## config.mk

```make
export PLATFORM = sky130hd
export DESIGN_NAME = vdp_io_master
export DESIGN_NICKNAME = d
export VERILOG_FILES = /design/src/rtl/vdp_io_pkg.sv /design/src/rtl/vdp_cmd_fifo.sv /design/src/rtl/vdp_io_master.sv
export SDC_FILE = /design/constraint.sdc
export NUM_CORES = 1
export LEC_CHECK = 0
export ABC_AREA = 1
export CORE_UTILIZATION = 45
export DETAILED_ROUTE_END_ITERATION = 8
export PLACE_DENSITY = 0.67
export RECOVER_POWER = 100
export SLEW_MARGIN = 20
export SYNTH_ARGS = -nofsm -noshare
export SYNTH_HDL_FRONTEND = slang
export SYNTH_HIERARCHICAL = 1
export SYNTH_SLANG_ARGS = --single-unit
```

## constraint.sdc

```tcl
create_clock -name clk -period 5 [get_ports clk]
set_clock_uncertainty 0.15 [all_clocks]
set_input_delay 0.5 -clock clk [delete_from_list [all_inputs] [get_ports clk]]
set_output_delay 0.5 -clock clk [all_outputs]
set_load 0.02 [all_outputs]
```

## src/rtl/vdp_io_pkg.sv

```systemverilog
// Shared types and constants for the VDP CPU-port initiator.
// Optional VDP_BOOT_INIT_EN adds the boot-time register table.
package vdp_io_pkg;

    typedef struct packed {
        logic       wr;
        logic [1:0] port;
        logic [7:0] data;
    } vdp_cmd_t;

    localparam logic [1:0] VDP_PORT_DATA = 2'd0;
    localparam logic [1:0] VDP_PORT_CTRL = 2'd1;
    localparam logic [1:0] VDP_PORT_PAL  = 2'd2;
    localparam logic [1:0] VDP_PORT_IND  = 2'd3;

    typedef enum logic [1:0] {
        ST_IDLE,
        ST_REQ,
        ST_GAP
    } vdp_state_e;

`ifdef VDP_BOOT_INIT_EN
    localparam int BOOT_LEN = 16;

    // Pairs of (value, 0x80 | reg) written to the control port.
    localparam vdp_cmd_t BOOT_TABLE [BOOT_LEN] = '{
        {1'b1, VDP_PORT_CTRL, 8'h00}, {1'b1, VDP_PORT_CTRL, 8'h80},
        {1'b1, VDP_PORT_CTRL, 8'h50}, {1'b1, VDP_PORT_CTRL, 8'h81},
        {1'b1, VDP_PORT_CTRL, 8'h00}, {1'b1, VDP_PORT_CTRL, 8'h82},
        {1'b1, VDP_PORT_CTRL, 8'h00}, {1'b1, VDP_PORT_CTRL, 8'h83},
        {1'b1, VDP_PORT_CTRL, 8'h01}, {1'b1, VDP_PORT_CTRL, 8'h84},
        {1'b1, VDP_PORT_CTRL, 8'h00}, {1'b1, VDP_PORT_CTRL, 8'h85},
        {1'b1, VDP_PORT_CTRL, 8'h00}, {1'b1, VDP_PORT_CTRL, 8'h86},
        {1'b1, VDP_PORT_CTRL, 8'hF4}, {1'b1, VDP_PORT_CTRL, 8'h87}
    };
`endif

endpackage

```

## src/rtl/vdp_cmd_fifo.sv

```systemverilog
// Synchronous command FIFO for the VDP initiator.
// Pointers wrap naturally because the depth is a power of two.
module vdp_cmd_fifo
    import vdp_io_pkg::*;
#(
    parameter int DEPTH = 4,
    parameter int AW    = $clog2(DEPTH)
) (
    input  logic          clk,
    input  logic          reset,
    input  logic          push,
    input  vdp_cmd_t      wdata,
    input  logic          pop,
    output vdp_cmd_t      rdata,
    output logic          full,
    output logic          empty,
    output logic [AW:0]   count
);

    vdp_cmd_t        mem [DEPTH];
    logic [AW-1:0]   wr_ptr;
    logic [AW-1:0]   rd_ptr;
    logic [AW:0]     count_q;
    logic            do_push;
    logic            do_pop;

    assign full    = (count_q == (AW+1)'(DEPTH));
    assign empty   = (count_q == '0);
    assign count   = count_q;
    assign do_push = push & ~full;
    assign do_pop  = pop & ~empty;
    assign rdata   = mem[rd_ptr];

    always_ff @(posedge clk) begin
        if (do_push) begin
            mem[wr_ptr] <= wdata;
        end
    end

    always_ff @(posedge clk) begin
        if (reset) begin
            wr_ptr  <= '0;
            rd_ptr  <= '0;
            count_q <= '0;
        end else begin
            if (do_push) begin
                wr_ptr <= wr_ptr + 1'b1;
            end
            if (do_pop) begin
                rd_ptr <= rd_ptr + 1'b1;
            end
            unique case ({do_push, do_pop})
                2'b10:   count_q <= count_q + 1'b1;
                2'b01:   count_q <= count_q - 1'b1;
                default: count_q <= count_q;
            endcase
        end
    end

endmodule

```

## src/rtl/vdp_io_master.sv

```systemverilog
// On-chip initiator issuing queued accesses to the VDP CPU port.
// Define VDP_BOOT_INIT_EN to replay the boot register table after reset.
module vdp_io_master
    import vdp_io_pkg::*;
#(
    parameter int FIFO_DEPTH = 4,
    parameter int MIN_GAP    = 8,
    parameter int TIMEOUT    = 255
) (
    input  logic       clk,
    input  logic       reset,
    input  logic       cmd_valid,
    output logic       cmd_ready,
    input  logic       cmd_wr,
    input  logic [1:0] cmd_port,
    input  logic [7:0] cmd_data,
    output logic       rsp_valid,
    output logic [7:0] rsp_data,
    output logic       rsp_err,
    output logic       busy,
    output logic       vdp_req,
    output logic       vdp_wrt,
    output logic [1:0] vdp_adr,
    output logic [7:0] vdp_dbo,
    input  logic       vdp_ack,
    input  logic [7:0] vdp_dbi
);

    localparam int AW = $clog2(FIFO_DEPTH);
    localparam int TW = $clog2(TIMEOUT + 1);
    localparam int GW = $clog2(MIN_GAP + 1);
    localparam logic [TW-1:0] TO_LAST  = TW'(TIMEOUT - 1);
    localparam logic [GW-1:0] GAP_LAST = GW'(MIN_GAP - 1);

    vdp_state_e    state_q, state_d;
    logic [TW-1:0] to_cnt_q, to_cnt_d;
    logic [GW-1:0] gap_cnt_q, gap_cnt_d;

    vdp_cmd_t      fifo_rdata;
    vdp_cmd_t      head;
    vdp_cmd_t      boot_cmd;
    logic          fifo_full;
    logic          fifo_empty;
    logic [AW:0]   fifo_count;
    logic [AW:0]   count_d;
    logic          push;
    logic          fifo_pop;
    logic          boot_sel;
    logic          launch;
    logic          done_ok;
    logic          done_to;
    logic          cur_boot_q;

    assign cmd_ready = ~fifo_full & ~boot_sel;
    assign push      = cmd_valid & cmd_ready;
    assign head      = boot_sel ? boot_cmd : fifo_rdata;
    assign count_d   = fifo_count
                     + {{AW{1'b0}}, push}
                     - {{AW{1'b0}}, fifo_pop};

    vdp_cmd_fifo #(
        .DEPTH (FIFO_DEPTH)
    ) u_fifo (
        .clk   (clk),
        .reset (reset),
        .push  (push),
        .wdata ({cmd_wr, cmd_port, cmd_data}),
        .pop   (fifo_pop),
        .rdata (fifo_rdata),
        .full  (fifo_full),
        .empty (fifo_empty),
        .count (fifo_count)
    );

`ifdef VDP_BOOT_INIT_EN
    logic [4:0] boot_idx_q;

    assign boot_sel = ~boot_idx_q[4];
    assign boot_cmd = BOOT_TABLE[boot_idx_q[3:0]];

    always_ff @(posedge clk) begin
        if (reset) begin
            boot_idx_q <= '0;
        end else if (launch && boot_sel) begin
            boot_idx_q <= boot_idx_q + 5'd1;
        end
    end
`else
    assign boot_sel = 1'b0;
    assign boot_cmd = '0;
`endif

    always_comb begin
        state_d   = state_q;
        to_cnt_d  = to_cnt_q;
        gap_cnt_d = gap_cnt_q;
        fifo_pop  = 1'b0;
        launch    = 1'b0;
        done_ok   = 1'b0;
        done_to   = 1'b0;
        unique case (state_q)
            ST_IDLE: begin
                if (boot_sel || !fifo_empty) begin
                    launch   = 1'b1;
                    fifo_pop = ~boot_sel;
                    to_cnt_d = '0;
                    state_d  = ST_REQ;
                end
            end
            ST_REQ: begin
                // Ack wins over a timeout expiring in the same cycle.
                if (vdp_ack) begin
                    done_ok   = 1'b1;
                    gap_cnt_d = '0;
                    state_d   = ST_GAP;
                end else if (to_cnt_q == TO_LAST) begin
                    done_to   = 1'b1;
                    gap_cnt_d = '0;
                    state_d   = ST_GAP;
                end else begin
                    to_cnt_d = to_cnt_q + 1'b1;
                end
            end
            ST_GAP: begin
                if (gap_cnt_q == GAP_LAST) begin
                    state_d = ST_IDLE;
                end else begin
                    gap_cnt_d = gap_cnt_q + 1'b1;
                end
            end
            default: state_d = ST_IDLE;
        endcase
    end

    always_ff @(posedge clk) begin
        if (reset) begin
            state_q    <= ST_IDLE;
            to_cnt_q   <= '0;
            gap_cnt_q  <= '0;
            vdp_req    <= 1'b0;
            vdp_wrt    <= 1'b0;
            vdp_adr    <= '0;
            vdp_dbo    <= '0;
            rsp_valid  <= 1'b0;
            rsp_data   <= '0;
            rsp_err    <= 1'b0;
            busy       <= 1'b0;
            cur_boot_q <= 1'b0;
        end else begin
            state_q   <= state_d;
            to_cnt_q  <= to_cnt_d;
            gap_cnt_q <= gap_cnt_d;
            busy      <= (state_d != ST_IDLE) || (count_d != '0) || boot_sel;
            rsp_valid <= (done_ok | done_to) & ~cur_boot_q;
            if (launch) begin
                vdp_req    <= 1'b1;
                vdp_wrt    <= head.wr;
                vdp_adr    <= head.port;
                vdp_dbo    <= head.data;
                cur_boot_q <= boot_sel;
            end
            if (done_ok || done_to) begin
                vdp_req <= 1'b0;
            end
            if ((done_ok || done_to) && !cur_boot_q) begin
                rsp_err  <= done_to;
                rsp_data <= done_to ? 8'hFF : (vdp_wrt ? 8'h00 : vdp_dbi);
            end
        end
    end

endmodule

```

# After elaboration in Yosys (flattened, before gate mapping)
# Memories as Yosys holds them, arrays and structs flattened. A register that Yosys moved wholly into a read port is not among the register bits.
# Cells that the tools add are included.
[word_totals]
reg_bits = 33
latchBits = 0
ram_bits = 44
rom_bits = 0
in_bits = 23
output_inout_bits = 24
memories = 1
[op_classes]
add_sub_neg = 8
n_mul = 0
n_div = 0
order_cmp = 0
eq_ne = 12
shift = 0
n_mux = 25
bitwise = 6
n_reduce_logical = 12
[mem_list]
columns = ["memory", "depth", "word_bits", "rd", "rd_clocked_by_memory_dff", "wr", "line", "source"]
rows = [
  ["u_fifo.mem", 4, 11, 1, 1, 1, "vdp_cmd_fifo.sv:20", "vdp_cmd_t mem [DEPTH];"],
]
[ops]
columns = ["operator", "n"]
rows = [
  ["$mux W8", 5],
  ["$pmux W8 S2", 1],
  ["$mux W4", 3],
  ["$mux W1", 9],
  ["$add A8 B1 Y8 const B", 1],
  ["$eq A8 B8 Y1 const B", 1],
  ["$mux W2", 4],
  ["$ne A2 B2 Y1 const B", 4],
  ["$pmux W4 S2", 1],
  ["$reduce_bool A2 Y1", 4],
  ["$pmux W2 S3", 1],
  ["$pmux W3 S2", 1],
  ["$add A2 B1 Y2 const B", 2],
  ["$add A4 B1 Y4 const B", 1],
  ["$eq A2 B1 Y1 const B", 2],
  ["$eq A2 B2 Y1 const B", 2],
  ["$eq A4 B3 Y1 const B", 1],
  ["$reduce_and A4 Y1", 1],
  ["$add A3 B1 Y3", 1],
  ["$add A3 B1 Y3 const B", 1],
  ["$and A1 B1 Y1", 3],
  ["$eq A3 B3 Y1 const B", 1],
  ["$logic_not A3 Y1", 1],
  ["$ne A3 B3 Y1 const B", 1],
  ["9 further kinds", 11],
]

# Depth between registers and ports, before layout
[logic_depth]
word_depth = 7
ltp_mapped = 16
depth_no_buf = 16

# Hierarchy
# Netlist, hierarchy kept.
[by_module_without_submodules]
columns = ["mod", "n_inst", "cells_each", "area_per_inst_um2"]
rows = [
  ["vdp_cmd_fifo", 1, 177, 2139.6],
  ["vdp_io_master", 1, 243, 1730.4],
]

# Worst setup path after synthesis
# No wires, ideal clock.
[synth_timing]
kind = "register to register"
start = "reg u_fifo.count_q[2], in the netlist u_fifo/count[2]"
end = "reg busy"
setup_ns = 0.128
arrival_time_ns = 2.143
required_time_ns = 4.722
slack_ns = 2.579
path_stages_with_launch = 14
path_buffers = 1
period_less_slack_ns = 2.421
path_cell_list = "dfxtp_1 > inv_1 > nand2_2 > inv_1 > nor2_2 > buf_2 > ha_1 > inv_1 > ha_1 > fa_1 > nor2_1 > nand3_1 > nor2_1 > nor2_1"
[synth_via]
elab_cells_between_ends = 13
cone_classes = "add/sub (2); eq/ne (1); mux (4); bitwise (2); reduce/logical (4)"
[synth_lines]
columns = ["element", "line", "source"]
rows = [
  ["start: declaration", "vdp_cmd_fifo.sv:23", "logic [AW:0] count_q;"],
  ["start signal: assignment", "vdp_cmd_fifo.sv:53", "2'b10: count_q <= count_q + 1'b1;"],
  ["start signal: assignment", "vdp_cmd_fifo.sv:54", "2'b01: count_q <= count_q - 1'b1;"],
  ["start signal: assignment", "vdp_cmd_fifo.sv:55", "default: count_q <= count_q;"],
  ["$logic_not A3 Y1", "vdp_cmd_fifo.sv:28", "assign empty = (count_q == '0);"],
  ["net fifo_empty", "vdp_io_master.sv:43", "logic fifo_empty;"],
  ["$mux W1", "vdp_io_master.sv:103", "if (boot_sel || !fifo_empty) begin"],
  ["$mux W1", "vdp_io_master.sv:101", "unique case (state_q)"],
  ["net fifo_pop", "vdp_io_master.sv:47", "logic fifo_pop;"],
  ["$sub A3 B1 Y3", "vdp_io_master.sv:59", "- {{AW{1'b0}}, fifo_pop};"],
  ["$reduce_bool A3 Y1", "vdp_io_master.sv:153", "busy <= (state_d != ST_IDLE) || (count_d != '0) || boot_sel;"],
  ["$logic_or A1 B1 Y1", "vdp_io_master.sv:153", ""],
  ["end signal: assignment", "vdp_io_master.sv:153", ""],
  ["end: declaration", "vdp_io_master.sv:20", "output logic busy,"],
]
# The timed path passes the listed nets, and every way through them passes these cells.
# A chain may end at the register's enable or synchronous reset.

# Worst setup path after layout
[layout_timing]
start = "reg u_fifo.count_q[1], in the netlist u_fifo/count[1]"
end = "reg to_cnt_q[7]"
[layout_via]
elab_chain_cells = 3
[layout_lines]
columns = ["element", "line", "source"]
rows = [
  ["$logic_not A3 Y1", "vdp_cmd_fifo.sv:28", ""],
  ["net fifo_empty", "vdp_io_master.sv:43", ""],
  ["$ne A2 B2 Y1 (no source line)", "n/a", ""],
  ["$reduce_and A4 Y1 (no source line)", "n/a", ""],
  ["end signal: assignment", "vdp_io_master.sv:151", "to_cnt_q <= to_cnt_d;"],
  ["end: declaration", "vdp_io_master.sv:36", "logic [TW-1:0] to_cnt_q, to_cnt_d;"],
]
# The timed path passes the listed nets, and every way through them passes these cells.

==> results.yml <==
global_route:
  grt_max_degree: 25
  grtUsageTotal: 0.1857
  grt_pass1_wl_um: 12670
  grt.overflow.total: 0
  antenna_found_initial: 0
  grt_pass1_vias: 2750
setup_path:
  crit_fanout: 18
  cp-end-kind: "flop"
  arrival_ns: 3.46
  reg2reg_depth: 10
  critical_path_class: "reg2reg"
  path_common_cell: "nand2_1"
  slowest_stage: "nor2_1"
  r2r-start: "u_fifo/count[1]$_SDFFE_PP0P_"
  crit_chain: "nor2_1 -> nand2_1 -> inv_1 -> nor2_1 -> inv_1 -> nand2_1 -> nand2_1 -> nand2_1 -> nand2_1 -> nor2_1"
  regToRegSetupSlack_ns: 1.67
  worst-path-stages: 10
  cp_slowest_stage_delay_ns: 0.92
  critPathBufInv: 2
  startpoint: "u_fifo/count[1]$_SDFFE_PP0P_"
  cpLargestDelayFamily: "simple AND/OR/NAND/NOR gates"
  startpoint_type: "flop"
  cp.required_ns: 5.14
  timing.rr.end: "to_cnt_q[7]$_SDFFE_PP0P_"
  endpoint: "to_cnt_q[7]$_SDFFE_PP0P_"
yosys:
  syn-cell-area_sq_um: 3870
  yosys_register_bits: 90
  synth_warnings: 6
  syn_avg_cell_area_sq_um: 9.214
  synth_nets: 455
  synth.distinct_cells: 29
  syn_inst: 420
  ys_seq_area_frac: 0.5794
cells_and_area:
  final_layout_size_suffix_gt1_frac: 0.05520
  finalNetCount: 501
  n_antenna_cell: 0
  areaGrowthSynthToFinish_pct: 18.04
  stdcell_count: 576
timing:
  slew_viol_final: 0
  tightest_slew_ns: 1.229
  finalCriticalPeriod_ns: 3.326
  setup_viol: 0
  tns_ns: 0
  rsz0062_at_grt: "no"
  fmax_mhz: 300.6
  slew_headroom: 0.1776
  timing.final.hold_violations: 0
  post-route-period-util: 0.6653
  holdWs_ns: 0.3017
cts:
  clk_pin_slew_ns: 0.10
  cts_resized: 0
  cts_tree: "built"
  ctsRootBufferMaster: "clkbuf_8"
  h-tree-depth: 3
  post_cts.repair.setup_buffers: 0
  clkLatencyLatePin_ns: 0.35
  clk_path_buf_depth: 2
  holdBufCountCts: 0
  clock_sinks: 90
  numCtsBuffers: 9
job:
  cap_viol_max_count: 0
floorplanning:
  die_area_sq_um: 8975
  fp-row-count: 33
  core_sq_um: 8258
  die_w_um: 94.74
  fp.dieH_um: 94.74
  initial_core_util: 0.4686
  boundaryPins: 47
placed_design:
  io_buffers: 46
  dp_hpwl_um: 5076
  gp_congestion: 0.8007
  dp.cells: 560
power_and_ir_drop:
  p_leak_uw: 0.001895
  ir_drop_mv: 0.2487
  power_density_nw_per_um2: 507.4
drt:
  drt_first_iter_violations: 157
  num_vias: 2855
  drt_wl_total_um: 7639
  wl_per_cell_um: 13.26
  drtAntennaViolNets: 0
  vias_per_cell: 4.957
  post-route-drc-count: 0
  drtPass1Iterations: 4
min_path:
  worst_hold_path_type: "reg2reg"
  min-delay-start: "rsp_err$_SDFFE_PP0P_"
status:
  outcome: "complete, no violations"
## sequential cells by signal, indices dropped and copies added, names as in the netlist, named ones only
signal and flops:
rsp_valid 1, rsp_data 8, vdp_wrt 1, to_cnt_q 8, u_fifo/mem 44, vdp_adr 2, gap_cnt_q 4, u_fifo/wr_ptr 2
state_q 2, u_fifo/rd_ptr 2, vdp_req 1, rsp_err 1, busy 1, u_fifo/count 3, vdp_dbo 8
## how the worst min path moves through the flow
stage                                     endpoint  slack [ns]  cells after the start
after detailed placement      rsp_err$_SDFFE_PP0P_        0.29                      2
after CTS                     rsp_err$_SDFFE_PP0P_        0.31                      2
final                         rsp_err$_SDFFE_PP0P_        0.30                      2
after global routing          rsp_err$_SDFFE_PP0P_        0.34                      2
after floorplan           to_cnt_q[0]$_SDFFE_PP0P_        0.30                      1
after global placement        rsp_err$_SDFFE_PP0P_        0.29                      2
## through the flow
step	worst slack [ns]	cell area (sq um)	util	power, uW
after detailed placement	2.133	4405	0.5335	1890
after global placement	2.251	4405	0.5335	1858
after global routing	1.344	4568	0.5532	2494
after CTS	2.108	4603	0.5574	2389
final	1.674	4568	0.5532	2318
after floorplan	2.579	3870	-	1620
## cell type report
class | count | area (sq um)
Clock buffer | 10 | 127.6
Clock inverter | 6 | 70.07
Fill cell | 765 | 3690
Inverter | 50 | 190.2
Multi-Input combinational cell | 269 | 1346
Sequential cell | 90 | 2242
Tap cell | 105 | 131.4
Timing Repair Buffer | 46 | 460.4
## power breakdown
group	total, uW	leakage [uW]	switching (uW)	internal [uW]
logic	815	0.00101	540	275
registers	1010	0.000779	98.5	910
clock network	495	0.000102	258	237
total	2320	0.00189	896	1420
## worst register-to-register path: stages, from the launching register on
cell     delay (ns)
dfxtp_1        0.42
nor2_1         0.12
nand2_1        0.15
inv_1          0.06
nor2_1         0.92
inv_1          0.66
nand2_1        0.46
nand2_1        0.12
nand2_1        0.08
nand2_1        0.04
nor2_1         0.08
## kinds of logic (layout without fill, tap and decap cells)
group,count (synthesis),in the layout,synth area share
flops,90,90,0.5794
buf+inv,61,112,0.06369
simple gates,183,183,0.2111
xor+xnor,4,4,0.009054
compound gates,70,70,0.09408
fa+ha+maj,12,12,0.04268
## cell usage after synthesis (all sizes together)
library cell   n  area [sq um]
a21oi         15         75.07
buf            8         45.04
clkbuf         3         11.26
dfxtp         46         920.9
edfxtp        44          1321
fa             2         40.04
ha            10         125.1
inv           50         190.2
nand2         65         279.0
nand3         29         150.1
nand3b         1         7.510
nand4          2         12.51
nor2          81         340.3
nor3           3         15.01
o21ai         44         220.2
o22ai         11         68.82
or2            2         12.51
xnor2          1         8.760
xor2           3         26.28
## per-layer routing
metal | GRT usage | wire [um] | vias to the layer above
met5 | 0 | 0 | -
met4 | 0.05177 | 45 | 0
met2 | 0.3159 | 3743 | 41
li1 | - | - | 1473
met1 | 0.2315 | 3616 | 1337
met3 | 0.04992 | 233 | 4
## layout by cell type, fill, tap and decap left out, drive strengths merged
master	instances
nand4	2
o21ai	44
xor2	3
xnor2	1
nor2	81
bufinv	1
inv	53
clkinv	2
a21oi	15
or2	2
nand3b	1
clkbuf	10
fa	2
o22ai	11
dfxtp	46
nor3	3
ha	10
clkdlybuf4s50	10
dlygate4sd3	36
nand2	65
edfxtp	44
nand3	29
No activity file was read; power rests on OpenSTA's default activity.
